[src/rtl/wrr_burst_arbiter_if.sv]
// Request/grant bundle between the requesters and wrr_burst_arbiter.
// The lock signal exists only when WRR_LOCK_EN is defined.
interface wrr_burst_arbiter_if #(
    parameter int unsigned N  = 4,
    parameter int unsigned WW = 4,
    parameter int unsigned IW = 2
);
    logic [N-1:0]    req;
    logic [N*WW-1:0] weight;
    logic            ready;
    logic [N-1:0]    gnt;
    logic [IW-1:0]   gnt_id;
    logic            gnt_vld;
    logic            last;
`ifdef WRR_LOCK_EN
    logic            lock;

    modport master (input req, weight, ready, lock, output gnt, gnt_id, gnt_vld, last);
    modport slave  (output req, weight, ready, lock, input gnt, gnt_id, gnt_vld, last);
`else
    modport master (input req, weight, ready, output gnt, gnt_id, gnt_vld, last);
    modport slave  (output req, weight, ready, input gnt, gnt_id, gnt_vld, last);
`endif
endinterface

[src/rtl/wrr_burst_arbiter.sv]
// Weighted round-robin burst arbiter: a grant is held for up to weight[k] beats, then rotates.
// Optional feature macro WRR_LOCK_EN: lock input suppresses credit-expiry release.
module wrr_burst_arbiter #(
    parameter int unsigned N  = 4,
    parameter int unsigned WW = 4,
    parameter int unsigned IW = 2
) (
    input  logic                clk,
    input  logic                rst,
    wrr_burst_arbiter_if.master arb_if
);

    typedef enum logic {
        ST_IDLE,
        ST_GRANT
    } state_e;

    state_e          state_q, state_d;
    logic [IW-1:0]   ptr_q, ptr_d;
    logic [WW-1:0]   cnt_q, cnt_d;
    logic [WW-1:0]   credit_q, credit_d;
    logic [N-1:0]    gnt_q, gnt_d;
    logic [IW-1:0]   gnt_id_q, gnt_id_d;
    logic            gnt_vld_q, gnt_vld_d;

    logic            pick_vld_c;
    logic [IW-1:0]   pick_id_c;
    logic [IW-1:0]   scan_idx_c;
    logic [WW-1:0]   pick_w_c;
    logic            beat_c;
    logic            at_end_c;
    logic            hold_c;
    logic            last_c;

    // First requester at or after ptr, wrapping N-1 -> 0
    always_comb begin
        pick_vld_c = 1'b0;
        pick_id_c  = '0;
        scan_idx_c = '0;
        for (int unsigned i = 0; i < N; i++) begin
            scan_idx_c = IW'((32'(ptr_q) + i) % N);
            if (!pick_vld_c && arb_if.req[scan_idx_c]) begin
                pick_vld_c = 1'b1;
                pick_id_c  = scan_idx_c;
            end
        end
        pick_w_c = arb_if.weight[pick_id_c*WW +: WW];
    end

`ifdef WRR_LOCK_EN
    assign hold_c = arb_if.lock;
`else
    assign hold_c = 1'b0;
`endif

    assign beat_c   = gnt_vld_q & arb_if.ready & arb_if.req[gnt_id_q];
    assign at_end_c = (cnt_q == (credit_q - WW'(1)));
    assign last_c   = beat_c & at_end_c & ~hold_c;

    // Next-state and registered-output logic
    always_comb begin
        state_d   = state_q;
        ptr_d     = ptr_q;
        cnt_d     = cnt_q;
        credit_d  = credit_q;
        gnt_d     = gnt_q;
        gnt_id_d  = gnt_id_q;
        gnt_vld_d = gnt_vld_q;
        unique case (state_q)
            ST_IDLE: begin
                if (pick_vld_c) begin
                    state_d   = ST_GRANT;
                    gnt_d     = N'(1) << pick_id_c;
                    gnt_id_d  = pick_id_c;
                    gnt_vld_d = 1'b1;
                    credit_d  = (pick_w_c == '0) ? WW'(1) : pick_w_c;
                    cnt_d     = '0;
                end
            end
            ST_GRANT: begin
                // A dropped request or the final credited beat ends the burst
                if (!arb_if.req[gnt_id_q] || last_c) begin
                    state_d   = ST_IDLE;
                    gnt_d     = '0;
                    gnt_vld_d = 1'b0;
                    ptr_d     = (gnt_id_q == IW'(N - 1)) ? '0 : gnt_id_q + IW'(1);
                end else if (beat_c && !at_end_c) begin
                    cnt_d = cnt_q + WW'(1);
                end
            end
            default: state_d = ST_IDLE;
        endcase
    end

    always_ff @(posedge clk) begin
        if (rst) begin
            state_q   <= ST_IDLE;
            ptr_q     <= '0;
            cnt_q     <= '0;
            credit_q  <= '0;
            gnt_q     <= '0;
            gnt_id_q  <= '0;
            gnt_vld_q <= 1'b0;
        end else begin
            state_q   <= state_d;
            ptr_q     <= ptr_d;
            cnt_q     <= cnt_d;
            credit_q  <= credit_d;
            gnt_q     <= gnt_d;
            gnt_id_q  <= gnt_id_d;
            gnt_vld_q <= gnt_vld_d;
        end
    end

    assign arb_if.gnt     = gnt_q;
    assign arb_if.gnt_id  = gnt_id_q;
    assign arb_if.gnt_vld = gnt_vld_q;
    assign arb_if.last    = last_c;

endmodule

[src/flat_wrapper.sv]
// flat-port wrapper written by rule: the top's interface ports become plain ports
module wrr_burst_arbiter_flat 
#(
    parameter int unsigned N  = 4,
    parameter int unsigned WW = 4,
    parameter int unsigned IW = 2
)
  (clk, rst, arb_if_req, arb_if_weight, arb_if_ready, arb_if_gnt, arb_if_gnt_id, arb_if_gnt_vld, arb_if_last);
  wrr_burst_arbiter_if #(.N(N), .WW(WW), .IW(IW)) arb_if_i ();
  input  logic clk;
  input  logic rst;
  input wire logic [$bits(arb_if_i.req)-1:0] arb_if_req;
  input wire logic [$bits(arb_if_i.weight)-1:0] arb_if_weight;
  input wire logic [$bits(arb_if_i.ready)-1:0] arb_if_ready;
  output wire logic [$bits(arb_if_i.gnt)-1:0] arb_if_gnt;
  output wire logic [$bits(arb_if_i.gnt_id)-1:0] arb_if_gnt_id;
  output wire logic [$bits(arb_if_i.gnt_vld)-1:0] arb_if_gnt_vld;
  output wire logic [$bits(arb_if_i.last)-1:0] arb_if_last;
  assign arb_if_i.req = arb_if_req;
  assign arb_if_i.weight = arb_if_weight;
  assign arb_if_i.ready = arb_if_ready;
  assign arb_if_gnt = arb_if_i.gnt;
  assign arb_if_gnt_id = arb_if_i.gnt_id;
  assign arb_if_gnt_vld = arb_if_i.gnt_vld;
  assign arb_if_last = arb_if_i.last;
  wrr_burst_arbiter #(.N(N), .WW(WW), .IW(IW)) u_core (.clk(clk), .rst(rst), .arb_if(arb_if_i));
endmodule
[config.mk]
export PLATFORM = sky130hd
export DESIGN_NAME = wrr_burst_arbiter_flat
export DESIGN_NICKNAME = d
export VERILOG_FILES = /design/src/rtl/wrr_burst_arbiter_if.sv /design/src/rtl/wrr_burst_arbiter.sv /design/src/flat_wrapper.sv
export SDC_FILE = /design/constraint.sdc
export NUM_CORES = 1
export LEC_CHECK = 0
export BUFFER_PORTS_ARGS = -buffer_cell sky130_fd_sc_hd__buf_2
export CAP_MARGIN = 20
export CORE_MARGIN = 8
export CORE_UTILIZATION = 55
export CTS_CLUSTER_DIAMETER = 120
export DETAILED_ROUTE_END_ITERATION = 12
export PLACE_DENSITY = 0.83
export SYNTH_ARGS = -nofsm -noshare
export SYNTH_HDL_FRONTEND = slang
export SYNTH_SLANG_ARGS = --single-unit
[constraint.sdc]
create_clock -name clk -period 4.38 [get_ports clk]
set_input_delay 0.438 -clock clk [delete_from_list [all_inputs] [get_ports clk]]
set_output_delay 0.438 -clock clk [all_outputs]
set_load 0.05 [all_outputs]
==> results.txt <==
- The run finished with clean final reports.
- Slowest stage cell on the critical path: sky130_fd_sc_hd__dfxtp_1
- For the pin with the worst max-slew slack, the measured transition is 0.695 ns.
- Port buffering added 30 buffers.
* Number of filler instances in the final layout: 181
- Stages on the worst setup path: 7
- Leakage: 0.550 nW
* Row count: 16
* Total count of max-transition violations in the final report: 0
- Entering global routing, the biggest net connects 20 pins.
- Number of nets in the final layout: 201
- The first global-routing pass estimated about 4.8 mm of wire.
- Number of failing hold endpoints at the final stage: 0
- The floorplan step set the die width to around 60 µm.
- IR analysis of the VDD net gives a maximum drop of 0.000150 V.
- Sequential cell area: 360 µm²
* Wire length reported by the detailed router: around 2.8 mm
- From synthesis to final layout, the design area changed by 16.4%.
- Buffers & Inverters on Critical Path: 2
- Excluding fillers, the count of instances in the completed layout stands at 200.
- The die covers 3770 µm².
- Setup repair after global routing left no endpoint under its margin.
- In this run the register-to-register setup slack is 2.33 ns.
* Wire length per cell after detailed routing: between 10 and 15 µm
* Worst hold-check path type: reg2reg
- Once detail routing completed, the nets flagged for antenna violations numbered 0.
* Placed insts: between 150 and 200
- After detailed routing, the number of remaining DRC violations is 0.
* Aggregate negative setup slack: 0 ns
* CTS tree: done
- Pwr Density: ~310 nW/µm²
* Vias in the first global route: between 1000 and 1500
- Commonest non-fill, non-tap cells in the layout: sky130_fd_sc_hd__buf_2, sky130_fd_sc_hd__nand3_1, sky130_fd_sc_hd__dfxtp_1, sky130_fd_sc_hd__nor2_1
- After synthesis the netlist holds a flip-flop and latch count of 18.
* Global-route congestion overflow total: 0
- The share of the Yosys chip area taken by registers is 0.318.
- The worst setup path is of the reg2out kind.
- The first detailed-routing pass took 4 iterations.
- In the final layout, the share of cells above drive strength 1 is 0.231.
- Worst setup SP type: register
- Number of levels in the clock H-tree: 1
- Maximum single-stage delay on the critical path: 0.41 ns
- Initial core utilization: 0.577
- Time the final worst path needs with I/O delays and setup: 2.42 ns
* Total routing usage reported by global routing: 0.164
- The worst pin sits at a relative slew slack of 0.537.
* CTS Buf Count: 3
* Final-report setup violation count: 0
- Clock Sink Count: 18
- At the worst endpoint, the arrival time is roughly 2.0 ns.
- Gates resized during post-CTS repair numbered 0.
- Number of buffers on the longest clock path: 2
- In the routed layout, each cell is associated on average with a via count of 5.81.
- Pwr Total: 0.408 mW
* Warning count from the yosys run: 0
- After clock tree synthesis, the clock-pin slew on the worst setup and hold paths is 0.09 ns.
- Required arrival time at the worst endpoint: between 3 and 4 ns
- Endpoint of the lowest-slack register-to-register path: u_core.ptr_q[0]
- Clock network latency to the later pin of the worst-skew pair: 0.29 ns
- Along the worst path, the maximum fanout reaches 4.
- Library cells used by synthesis: 39
- Across all layers, the routed design uses 1161 vias.
- Mapped cell area: 1130 µm²
* Hpwl dp: 2.25 mm
* Area of the multi-input gates: 732 µm²
- The number of antenna violations at the first check in global routing is 0.
- After clock tree synthesis, the setup repair step added 0 buffers.
- Counting cells, the worst reg-to-reg path comes to 8.
- The startpoint identified for the worst register-to-register timing path is u_core.credit_q[0].
- Across the run, the number of max-cap violations was 0.
- Number of buffers inserted by hold repair at cts: 0
- Number of instances in the synthesized netlist: 145
- Critical Path Sink Type: output pin
- 31 I/O pins were placed.
- Grouping stages by cell kind, the critical path spends the most delay in flip-flops.
- Weighted congestion at the end of routability-driven global placement: 0.852
- DIE HEIGHT: 61.4 µm
- 0 antenna diodes ended up in the layout.
- Cell at the root of the clock tree: sky130_fd_sc_hd__clkbuf_4
- The first routing iteration left 42 violations.
- Across the routed clock network, the largest skew measured is 0.00279 ns.
- The region available for standard cell placement spans 1960 µm².
* Synth Net Count: 171
- Critical path startpoint: u_core.credit_q[0]
- Following the worst setup path forward leads to its endpoint at arb_if_last.
* Final worst path period share: 0.552
* Fmax: 413 MHz
- Leading cell type in the layout, fill and taps excluded: sky130_fd_sc_hd__buf_2
- Ordered list of cells on the worst path: inv_1 > ha_1 > xor2_1 > xnor2_1 > nand4_1 > nor2_1 > buf_2
- After synthesis, the mean cell area works out to 7.81 µm².
[worst min path at each step]
stage	from	endpoint	slack, ns	cells after the start
4_1_cts	u_core.credit_q[3]	u_core.credit_q[3]	0.48	2
3_3_place_gp	u_core.credit_q[3]	u_core.credit_q[3]	0.46	2
6_report	u_core.credit_q[3]	u_core.credit_q[3]	0.47	2
3_5_place_dp	u_core.credit_q[3]	u_core.credit_q[3]	0.46	2
5_1_grt	u_core.credit_q[3]	u_core.credit_q[3]	0.51	2
2_1_floorplan	u_core.credit_q[3]	u_core.credit_q[3]	0.45	2
[worst reg2reg max path, stage by stage, from the launching register on]
cell                      delay [ns]
sky130_fd_sc_hd__dfxtp_1        0.41
sky130_fd_sc_hd__inv_1          0.07
sky130_fd_sc_hd__ha_1           0.20
sky130_fd_sc_hd__xor2_1         0.15
sky130_fd_sc_hd__xnor2_1        0.23
sky130_fd_sc_hd__nand4_1        0.24
sky130_fd_sc_hd__a21oi_2        0.37
sky130_fd_sc_hd__mux2i_1        0.22
sky130_fd_sc_hd__nor2_1         0.05
[report_power, final]
group	internal (mW)	switching, mW
clock	0.0320	0.0470
sequential	0.177	0.0137
combinational	0.0523	0.0867
[area by class of cell]
type / count / share of cell area
Clock buffer: 3 / 0.0171
Inverter: 5 / 0.0142
Multi-Input combinational cell: 117 / 0.556
Sequential cell: 18 / 0.274
Tap cell: 27 / 0.0256
Timing Repair Buffer: 30 / 0.114
[flip-flops by register name, indices dropped and copies added, names as in the netlist]
register               flops
u_core.arb_if.gnt          4
u_core.arb_if.gnt_id       2
u_core.arb_if.gnt_vld      1
u_core.cnt_q               4
u_core.credit_q            4
u_core.ptr_q               2
u_core.state_q             1
[layer usage]
layer	vias to the layer above	track usage	part of all wire
met3	6	0.0313	0.072
met1	518	0.193	0.45
met4	0	0.0877	0.022
met5	-	0	0
met2	60	0.275	0.45
li1	577	-	-
[through the flow]
stage | util | hold slack (ns) | area, µm² | setup slack (ns)
after floorplan | - | 0.448 | 1130 | 2.09
after global placement | 0.660 | 0.461 | 1290 | 2.27
after detailed placement | 0.660 | 0.462 | 1290 | 2.21
after CTS | 0.672 | 0.475 | 1320 | 1.96
after global routing | 0.672 | 0.507 | 1320 | 1.78
final | 0.672 | 0.472 | 1320 | 1.96
[synth_stat cells]
master	n	share of area
sky130_fd_sc_hd__a21boi_0	1	0.0066
sky130_fd_sc_hd__a21o_1	1	0.0066
sky130_fd_sc_hd__a21oi_1	11	0.049
sky130_fd_sc_hd__a21oi_2	1	0.0077
sky130_fd_sc_hd__a22oi_1	1	0.0066
sky130_fd_sc_hd__a31oi_1	1	0.0055
sky130_fd_sc_hd__a31oi_2	1	0.011
sky130_fd_sc_hd__a32o_1	1	0.0088
sky130_fd_sc_hd__and2_1	2	0.011
sky130_fd_sc_hd__buf_2	2	0.0088
sky130_fd_sc_hd__clkbuf_1	3	0.0099
sky130_fd_sc_hd__dfxtp_1	18	0.32
sky130_fd_sc_hd__ha_1	3	0.033
sky130_fd_sc_hd__inv_1	5	0.017
sky130_fd_sc_hd__mux2i_1	4	0.035
sky130_fd_sc_hd__mux4_2	1	0.020
sky130_fd_sc_hd__nand2_1	11	0.036
sky130_fd_sc_hd__nand2b_1	3	0.017
sky130_fd_sc_hd__nand3_1	20	0.088
sky130_fd_sc_hd__nand3_2	1	0.0088
sky130_fd_sc_hd__nand3b_1	4	0.027
sky130_fd_sc_hd__nand4_1	3	0.017
sky130_fd_sc_hd__nor2_1	14	0.046
sky130_fd_sc_hd__nor2b_1	1	0.0055
sky130_fd_sc_hd__nor3_1	4	0.018
sky130_fd_sc_hd__nor3_2	1	0.0088
sky130_fd_sc_hd__nor4_1	1	0.0055
sky130_fd_sc_hd__o211a_1	1	0.0088
sky130_fd_sc_hd__o211ai_2	1	0.011
sky130_fd_sc_hd__o21ai_0	7	0.031
sky130_fd_sc_hd__o21ai_1	1	0.0044
sky130_fd_sc_hd__o21ba_2	1	0.0088
sky130_fd_sc_hd__o21bai_1	1	0.0066
sky130_fd_sc_hd__o22ai_1	2	0.011
sky130_fd_sc_hd__o2bb2ai_1	1	0.0077
sky130_fd_sc_hd__or2_0	2	0.011
sky130_fd_sc_hd__or3_1	1	0.0055
sky130_fd_sc_hd__xnor2_1	4	0.031
sky130_fd_sc_hd__xor2_1	4	0.031
[cell families (layout without fill, tap and decap cells)]
group | Yosys count | in the layout | share of synthesized area
adders and majority gates | 3 | 3 | 0.0332
AOI/OAI and AO/OA | 33 | 33 | 0.191
and+or+nand+nor | 68 | 68 | 0.305
buffers and inverters | 10 | 38 | 0.0354
DFF | 18 | 18 | 0.318
xor gates and xnor gates | 8 | 8 | 0.0619
muxes | 5 | 5 | 0.0552
Power figures use the tool's default switching activity.
